## src/rtl/wb_test_monitor.sv

```systemverilog
// Self-check monitor for CPU assembly tests.
// Shadows the watched registers from the register-file write-back port.
// When the flag register is written with flag_val, it compares each shadow
// against its expected value, one per cycle, and reports PASS, FAIL or TIMEOUT.
module wb_test_monitor #(
    parameter int XLEN           = 32,
    parameter int NUM_CHECKS     = 4,
    parameter int FLAG_REG       = 20,
    parameter int TIMEOUT_CYCLES = 100000
) (
    input  logic                       clk,
    input  logic                       rst,
    input  logic                       start,
    input  logic                       wb_we,
    input  logic [4:0]                 wb_rd,
    input  logic [XLEN-1:0]            wb_data,
    input  logic [XLEN-1:0]            flag_val,
    input  logic [5*NUM_CHECKS-1:0]    chk_reg,
    input  logic [XLEN*NUM_CHECKS-1:0] chk_val,
    output logic                       busy,
    output logic                       done,
    output logic                       pass,
    output logic                       fail,
    output logic                       timeout,
    output logic [4:0]                 fail_idx,
    output logic [XLEN-1:0]            fail_got,
    output logic [31:0]                cycle_cnt
);

    localparam int              IDX_W     = (NUM_CHECKS > 1) ? $clog2(NUM_CHECKS) : 1;
    localparam logic [IDX_W-1:0] LAST_IDX = IDX_W'(NUM_CHECKS - 1);
    localparam logic [31:0]     TO_LAST   = 32'(TIMEOUT_CYCLES - 1);
    localparam logic [4:0]      FLAG_ADDR = 5'(FLAG_REG);

    typedef enum logic [2:0] {
        S_IDLE,
        S_RUN,
        S_CHECK,
        S_PASS,
        S_FAIL,
        S_TIMEOUT
    } state_t;

    state_t             r_state;
    state_t             w_state_nxt;

    logic [4:0]         w_chk_reg [NUM_CHECKS];
    logic [XLEN-1:0]    w_chk_val [NUM_CHECKS];
    logic [XLEN-1:0]    r_shadow  [NUM_CHECKS];
    logic [IDX_W-1:0]   r_idx;
    logic [31:0]        r_cnt;
    logic [4:0]         r_fail_idx;
    logic [XLEN-1:0]    r_fail_got;
    logic               r_busy;
    logic               r_done;
    logic               r_pass;
    logic               r_fail;
    logic               r_timeout;

    logic               w_start_run;
    logic               w_trigger;
    logic               w_expire;
    logic               w_mismatch;
    logic [XLEN-1:0]    w_cur_shadow;

    for (genvar gi = 0; gi < NUM_CHECKS; gi++) begin : g_unpack
        assign w_chk_reg[gi] = chk_reg[5*gi +: 5];
        assign w_chk_val[gi] = chk_val[XLEN*gi +: XLEN];
    end

    // start only matters from IDLE or a terminal state; it is ignored in RUN/CHECK.
    assign w_start_run  = start && (r_state inside {S_IDLE, S_PASS, S_FAIL, S_TIMEOUT});
    assign w_trigger    = (r_state == S_RUN) && wb_we && (wb_rd == FLAG_ADDR) && (wb_data == flag_val);
    // The timer reaches TIMEOUT_CYCLES on the edge where it currently holds TIMEOUT_CYCLES-1.
    assign w_expire     = (r_state == S_RUN) && (r_cnt == TO_LAST);
    assign w_cur_shadow = r_shadow[r_idx];
    assign w_mismatch   = (w_cur_shadow != w_chk_val[r_idx]);

    // State register.
    always_ff @(posedge clk) begin
        if (!rst) r_state <= S_IDLE;
        else      r_state <= w_state_nxt;
    end

    // Next-state logic; a trigger on the expiry cycle takes precedence over the timeout.
    always_comb begin
        w_state_nxt = r_state;
        unique case (r_state)
            S_IDLE, S_PASS, S_FAIL, S_TIMEOUT: begin
                if (start) w_state_nxt = S_RUN;
            end
            S_RUN: begin
                if (w_trigger)     w_state_nxt = S_CHECK;
                else if (w_expire) w_state_nxt = S_TIMEOUT;
            end
            S_CHECK: begin
                if (w_mismatch)             w_state_nxt = S_FAIL;
                else if (r_idx == LAST_IDX) w_state_nxt = S_PASS;
            end
            default: w_state_nxt = S_IDLE;
        endcase
    end

    // Shadows, RUN cycle counter and compare index; shadows only move while running.
    always_ff @(posedge clk) begin
        if (!rst || w_start_run) begin
            for (int i = 0; i < NUM_CHECKS; i++) r_shadow[i] <= '0;
            r_cnt <= '0;
            r_idx <= '0;
        end else if (r_state == S_RUN) begin
            if (r_cnt != 32'hFFFF_FFFF) r_cnt <= r_cnt + 32'd1;
            for (int i = 0; i < NUM_CHECKS; i++) begin
                if (wb_we && (wb_rd != 5'd0) && (wb_rd == w_chk_reg[i])) r_shadow[i] <= wb_data;
            end
            r_idx <= '0;
        end else if ((r_state == S_CHECK) && !w_mismatch && (r_idx != LAST_IDX)) begin
            r_idx <= r_idx + 1'b1;
        end
    end

    // Capture the first mismatching check for reporting.
    always_ff @(posedge clk) begin
        if (!rst) begin
            r_fail_idx <= '0;
            r_fail_got <= '0;
        end else if ((r_state == S_CHECK) && w_mismatch) begin
            r_fail_idx <= 5'(r_idx);
            r_fail_got <= w_cur_shadow;
        end
    end

    // Registered status outputs decoded from the current state.
    always_ff @(posedge clk) begin
        if (!rst) begin
            r_busy    <= 1'b0;
            r_done    <= 1'b0;
            r_pass    <= 1'b0;
            r_fail    <= 1'b0;
            r_timeout <= 1'b0;
        end else begin
            r_busy    <= (r_state == S_RUN) || (r_state == S_CHECK);
            r_done    <= (r_state == S_PASS) || (r_state == S_FAIL) || (r_state == S_TIMEOUT);
            r_pass    <= (r_state == S_PASS);
            r_fail    <= (r_state == S_FAIL);
            r_timeout <= (r_state == S_TIMEOUT);
        end
    end

    assign busy      = r_busy;
    assign done      = r_done;
    assign pass      = r_pass;
    assign fail      = r_fail;
    assign timeout   = r_timeout;
    assign fail_idx  = r_fail_idx;
    assign fail_got  = r_fail_got;
    assign cycle_cnt = r_cnt;

endmodule

```

## config.mk

```make
export PLATFORM = sky130hd
export DESIGN_NAME = wb_test_monitor
export DESIGN_NICKNAME = d
export VERILOG_FILES = /design/src/rtl/wb_test_monitor.sv
export SDC_FILE = /design/constraint.sdc
export NUM_CORES = 1
export LEC_CHECK = 0
export ABC_AREA = 0
export BUFFER_PORTS_ARGS = -buffer_cell sky130_fd_sc_hd__buf_2
export CAP_MARGIN = 20
export CORE_UTILIZATION = 59
export CTS_BUF_LIST = sky130_fd_sc_hd__clkbuf_8
export DETAILED_ROUTE_END_ITERATION = 12
export PLACE_DENSITY_LB_ADDON = 0.2
export SLEW_MARGIN = 20
export SYNTH_ARGS = -nofsm -noshare
export SYNTH_HDL_FRONTEND = slang
export SYNTH_SLANG_ARGS = --single-unit
```

## constraint.sdc

```tcl
create_clock -name clk -period 4.44 [get_ports clk]
set_clock_uncertainty 0.2 [all_clocks]
set_input_delay 0.444 -clock clk [delete_from_list [all_inputs] [get_ports clk]]
set_output_delay 0.444 -clock clk [all_outputs]
set_load 0.02 [all_outputs]
```

Yosys cells after proc, flatten, opt, wreduce, memory -nomap -nowiden
Memory sizes are Yosys's and may differ from the RTL's. A register that Yosys moved wholly into a read port is not among the register bits. Index checks and enable logic that the tools add are counted.

Register bits after elaboration: 76. RAM bits: 128. Input bits: 221. Output and inout port bits: 74. Logic and storage cells: 97. Memories kept: 1.

Memories: r_shadow (words 4, bits a word 32, rd ports 1, clocked after memory_dff 1, write ports 4, RTL line 49) `logic [XLEN-1:0] r_shadow [NUM_CHECKS];`.

Add/subtract/negate cells: 2. Order comparisons: 1. Equal/unequal tests: 19. Mux-type cells: 33. Bitwise operators: 5. Reductions and logical operators: 26.

Operators by type and width (number): 32-bit 2-to-1 mux (6); 32-bit binary-select mux with 2-bit select (1); 32-bit by 1-bit adder with 32-bit output (second input constant) (1); 32-bit by 17-bit equality test with 1-bit output (second input constant) (1); 32-bit equality test (1); 32-bit != test (1); 32-bit != test (second input constant) (1); 5-bit equality test (4); 1-bit 2-to-1 mux (18); 3-bit 2-to-1 mux (5); 1-bit logical AND (13); 3-bit case mux with 3 select lines (1); 3-bit by 2-bit equality test with 1-bit output (second input constant) (2); 3-bit equality test (second input constant) (2); 3-bit != test (second input constant) (2); 5-bit equality test (second input constant) (1); 5-bit nonzero test (1); 1-bit logical OR (4); 2-bit 2-to-1 mux (2); 2-bit != test (second input constant) (2); 1-bit bitwise OR (4); 4-bit nonzero test (1); 4-bit OR reduction (1); 3-bit by 1-bit equality test with 1-bit output (second input constant) (1); other kinds (9) (10).

Longest topological paths before layout
Word-level depth: 10. Gate-level depth with buffers: 11. Gate-level depth less buffers: 7.

Worst setup path before layout
No wires, ideal clock.

Kind: flip-flop to flip-flop. Start point: register r_idx[1]. End point: register r_fail_idx[1], in the netlist fail_idx[1]. Arrival time: 2.566 ns. Required time: 4.112 ns. Setup slack: 1.546 ns. Stages on the path, launching flop included: 12. Clock period less this slack: 2.894 ns. Path through: dfxtp_1 -> clkbuf_1 -> buf_1 -> mux4_2 -> xor2_1 -> nor4_1 -> nand4_1 -> o21ba_1 -> buf_6 -> buf_6 -> mux2i_1 -> nor2_1.

Word-level cells in the longest chain between the ends: 6.

Ends and longest elaborated chain: start, declared (RTL line 50) `logic [IDX_W-1:0] r_idx;`; start signal, assigned (RTL line 117) `r_idx <= r_idx + 1'b1;`; 2-bit NOT with 3-bit output (not written as such) (RTL line 77) `assign w_mismatch = (w_cur_shadow != w_chk_val[r_idx]);`; 32-bit binary-select mux with 2-bit select (RTL line 77); 32-bit 2-to-1 mux (not written as such) (2 in a row) (RTL line 77); 32-bit != test (RTL line 77); 1-bit logical AND (RTL line 126) `end else if ((r_state == S_CHECK) && w_mismatch) begin`; end signal, assigned (RTL line 127) `r_fail_idx <= 5'(r_idx);`; end, declared (RTL line 52) `logic [4:0] r_fail_idx;`.

Several ways; a longest one is shown, not always the timed one. The select of a mux whose other input is x is not followed. A chain may end at the register's enable or synchronous reset.

Final worst setup path
Start point: register r_idx[0]. End point: register r_fail_got[25], in the netlist fail_got[25].

Word-level cells in the longest chain between the ends: 6.

Ends and longest elaborated chain: 2-bit NOT with 3-bit output (not written as such) (RTL line 77); 32-bit binary-select mux with 2-bit select (RTL line 77); 32-bit 2-to-1 mux (not written as such) (2 in a row) (RTL line 77); 32-bit != test (RTL line 77); 1-bit logical AND (RTL line 126); end signal, assigned (RTL line 128) `r_fail_got <= w_cur_shadow;`; end, declared (RTL line 53) `logic [XLEN-1:0] r_fail_got;`.

No other way between the ends. The select of a mux whose other input is x is not followed.

==> run summary <==
status = completed
total grt overflow = 0
r2r endpoint = fail_got[25]
Worst EP arrival = 3.96 ns
post-synthesis adder-cell area fraction = 0.237%
Via density = 5.75
area growth from synthesis to layout = 21.4%
Synth cell types = 44
startpoint types = flop
Synth Register Bits = 206
cells along the critical path = buf_4 > mux4_2 > xor2_1 > nor4_1 > nand4_1 > o21ba_2 > buf_4 > mux2i_1 > nor2_1
delay-heaviest family, CP = multiplexers
Vias = 7941
total CTS buffers = 31
die width = 136 µm
Pre-antenna DRT Iters = 5
Reg area = 5410 µm²
post-route ant nets = 0
Vert. Die Dim = 136 µm
reg2reg setup slack = 0.70 ns
dpl hpwl = 21000 µm
clk_lat worst skew = 0.56 ns
final worst setup slack = 0.704 ns
worst reg2reg path startpoint = r_idx[0]
Total Nets Final = 1355
Reg2Reg Depth = 9
Multi-input gate area = 4850 µm²
H-Tree Level Count = 1
Clock Sinks = 206
Total Neg Setup Slack = 0 ns
Worst Hold Path EP = r_shadow[1][18]
GRT Overall Usage = 30.3%
first-pass GRT wire length = 41100 µm
worst endpoint required time = 4.66 ns
max cap viols = 0
post-synthesis average cell area = 12.6 µm²
Top cell by count, worst path = buf_4
Hold Crit Depth = 2
mux cell area share after synthesis = 17.1%
Bufs on Longest Clock Path = 3
RSZ-0062 raised after global routing = false
WS Path Type = flop to flop
Starting Density = 60.8%
Mapped Area = 10600 µm²
largest net degree at the start of global routing = 40
Post-CTS Setup Inserts = 0
Final Slew Violations = 0
Worst Hold Class = primary input to flop
Critical path buffers and inverters = 2
# rows = 48
CTS Root Cell = clkbuf_8
fraction of registers with async set/reset = 0%
Core Region = 17400 µm²
Worst Setup End Kind = flop
Peak VDD IR = 0.000252 V
slew at the pin with the worst max-slew slack = 0.964 ns
static leakage = 5.29 nW
Reg clk slew, reported paths = 0.07 ns
DR iter-0 viols = 684
crit path time final = 3.74 ns
Fmax achieved = 268 MHz
min-delay src = wb_data[18]
Filler cells = 1246
Post-Synth XOR/XNOR Area = 9.21%
pwr dens = 318 nW/µm²
Die Footprint = 18400 µm²
CP max stage cell = dfxtp_2
DR DRC count = 0
pre-CTS worst setup slack = 0.699 ns
fin crit share = 84.2%
largest family of logic cells by synthesized area = simple AND/OR/NAND/NOR gates
Post-Synthesis Cells = 835
crit-path max FO = 24
Seq/Total Area, Yosys = 51.2%
IO Pins = 295
Compound-Gate Fraction of Synth Area = 1.36%
slowest stage delay, CP = 0.70 ns
Hold Vio Cnt, Final = 0
WL/cell = 20.7 µm
slew margin rel. = 35.4%
CTS tree = done
RePlAce Congestion = 0.923
post-synthesis simple-gate area fraction = 17.9%
Port-buffer cells = 291
main flop type after synthesis = edfxtp_1
initial antenna violation count = 1
number of endpoints failing setup at the final stage = 0
EDFF count, synth = 128
yosys warns = 0
share of cells above drive strength 1 = 37.2%
vias in the first global route = 7548
final WL = 28600 µm
==> routing by layer <==
metal | wire (µm) | part of all wire (%) | vias up | track usage, %
met4 | 1160 | 4.0 | 0 | 14.1
met3 | 2410 | 8.4 | 59 | 5.05
met2 | 13900 | 49 | 428 | 49.9
met1 | 11100 | 39 | 3824 | 39.1
li1 | - | - | 3630 | -
met5 | 0 | 0 | - | 0
==> logic make-up after synthesis <==
kind of cell	after synthesis
AOI/OAI and AO/OA	21
and+or+nand+nor	338
xor gates and xnor gates	111
DFF	206
other	1
muxes	100
adders and majority gates	2
buffers and inverters	56
==> power by group <==
group	switching, mW	internal [mW]	total, mW	leakage [nW]
Combinational	0.238	0.178	0.416	2.90
Sequential	0.0262	2.12	2.15	2.02
Clock	0.716	0.797	1.51	0.366
Total	0.980	3.10	4.08	5.29
==> worst max-delay path by stage <==
| stage | start | depth (start not counted) | end |
|---|---|---|---|
| 6_report | r_idx[0] | 9 | fail_got[25] |
| 5_1_grt | r_idx[0] | 9 | fail_got[25] |
| 4_1_cts | r_idx[0] | 9 | fail_got[25] |
| 3_5_place_dp | r_idx[0] | 9 | fail_got[25] |
| 3_3_place_gp | r_idx[0] | 9 | fail_got[9] |
| 2_1_floorplan | r_idx[1] | 11 | fail_idx[1] |
==> state kept, by name, indices dropped and copies added (netlist names), named ones only <==
signal     count
fail           1
timeout        1
cycle_cnt     32
busy           1
r_shadow     128
fail_got      32
r_idx          2
fail_idx       2
done           1
pass           1
r_state        3
==> Yosys cell counts (all sizes together) (16+ instances only) <==
cell	count	area share (%)
mux2i	36	3.4
nand3	17	0.81
and2	126	7.5
xnor2	25	2.1
nor2	79	2.8
nand2	24	0.85
nor4	23	1.8
clkbuf	29	1.0
nand4	16	1.0
xor2	86	7.1
dfxtp	78	15
edfxtp	128	36
mux4	64	14
nor3	20	0.95
buf	20	1.7
==> repair_timing <==
| action | CTS | global route |
|---|---|---|
| endpoints found under the hold margin | 4 | 0 |
| hold buffers | 1 | 0 |
| resized for setup | 0 | 0 |
==> through the flow <==
step	cell area (µm²)	cells	util, %	power [mW]	hold WS (ns)
finish	12800	1382	73.8	4.08	0.0313
global route	12800	1382	73.8	4.21	0.0172
CTS	12800	1381	73.8	4.09	0.00543
detailed placement	12200	1323	70.2	2.60	0.279
global placement	12200	1323	70.2	2.59	0.270
floorplan	10600	837	-	2.38	0.271
==> cell usage in the layout, fill, tap and decap left out, types with 3 or more instances in the layout <==
| cell type | synthesis | final |
|---|---|---|
| nand2b_1 | 3 | 3 |
| nor3_1 | 20 | 20 |
| xor2_1 | 86 | 86 |
| nor2_1 | 79 | 79 |
| mux2i_1 | 36 | 36 |
| or3_1 | 5 | 5 |
| conb_1 | 1 | 3 |
| or4_1 | 3 | 3 |
| a21oi_1 | 5 | 5 |
| nor4_2 | 5 | 5 |
| and3_1 | 6 | 6 |
| dfxtp_1 | 78 | 76 |
| mux4_2 | 64 | 64 |
| nand4_1 | 15 | 15 |
| buf_4 | 4 | 17 |
| nand2_1 | 24 | 24 |
| a211oi_1 | 4 | 3 |
| edfxtp_1 | 128 | 128 |
| clkbuf_8 | 0 | 36 |
| buf_2 | 0 | 291 |
| nand3_1 | 17 | 17 |
| nor2b_1 | 7 | 7 |
| xnor2_1 | 25 | 25 |
| inv_1 | 7 | 20 |
| clkinv_2 | 0 | 5 |
| and4_1 | 4 | 4 |
| nor4_1 | 17 | 17 |
| and2_1 | 126 | 126 |
==> final cells by class <==
type	instances	share of cell area (%)
multi-input combinational	575	37.8
clock buffer	36	3.87
clock inverter	21	0.937
antenna	1	0.0195
inverter	7	0.205
sequential	206	42.2
timing repair buffer	311	12.8
tap	225	2.20
Note: power is estimated with default switching activity, not from simulation.
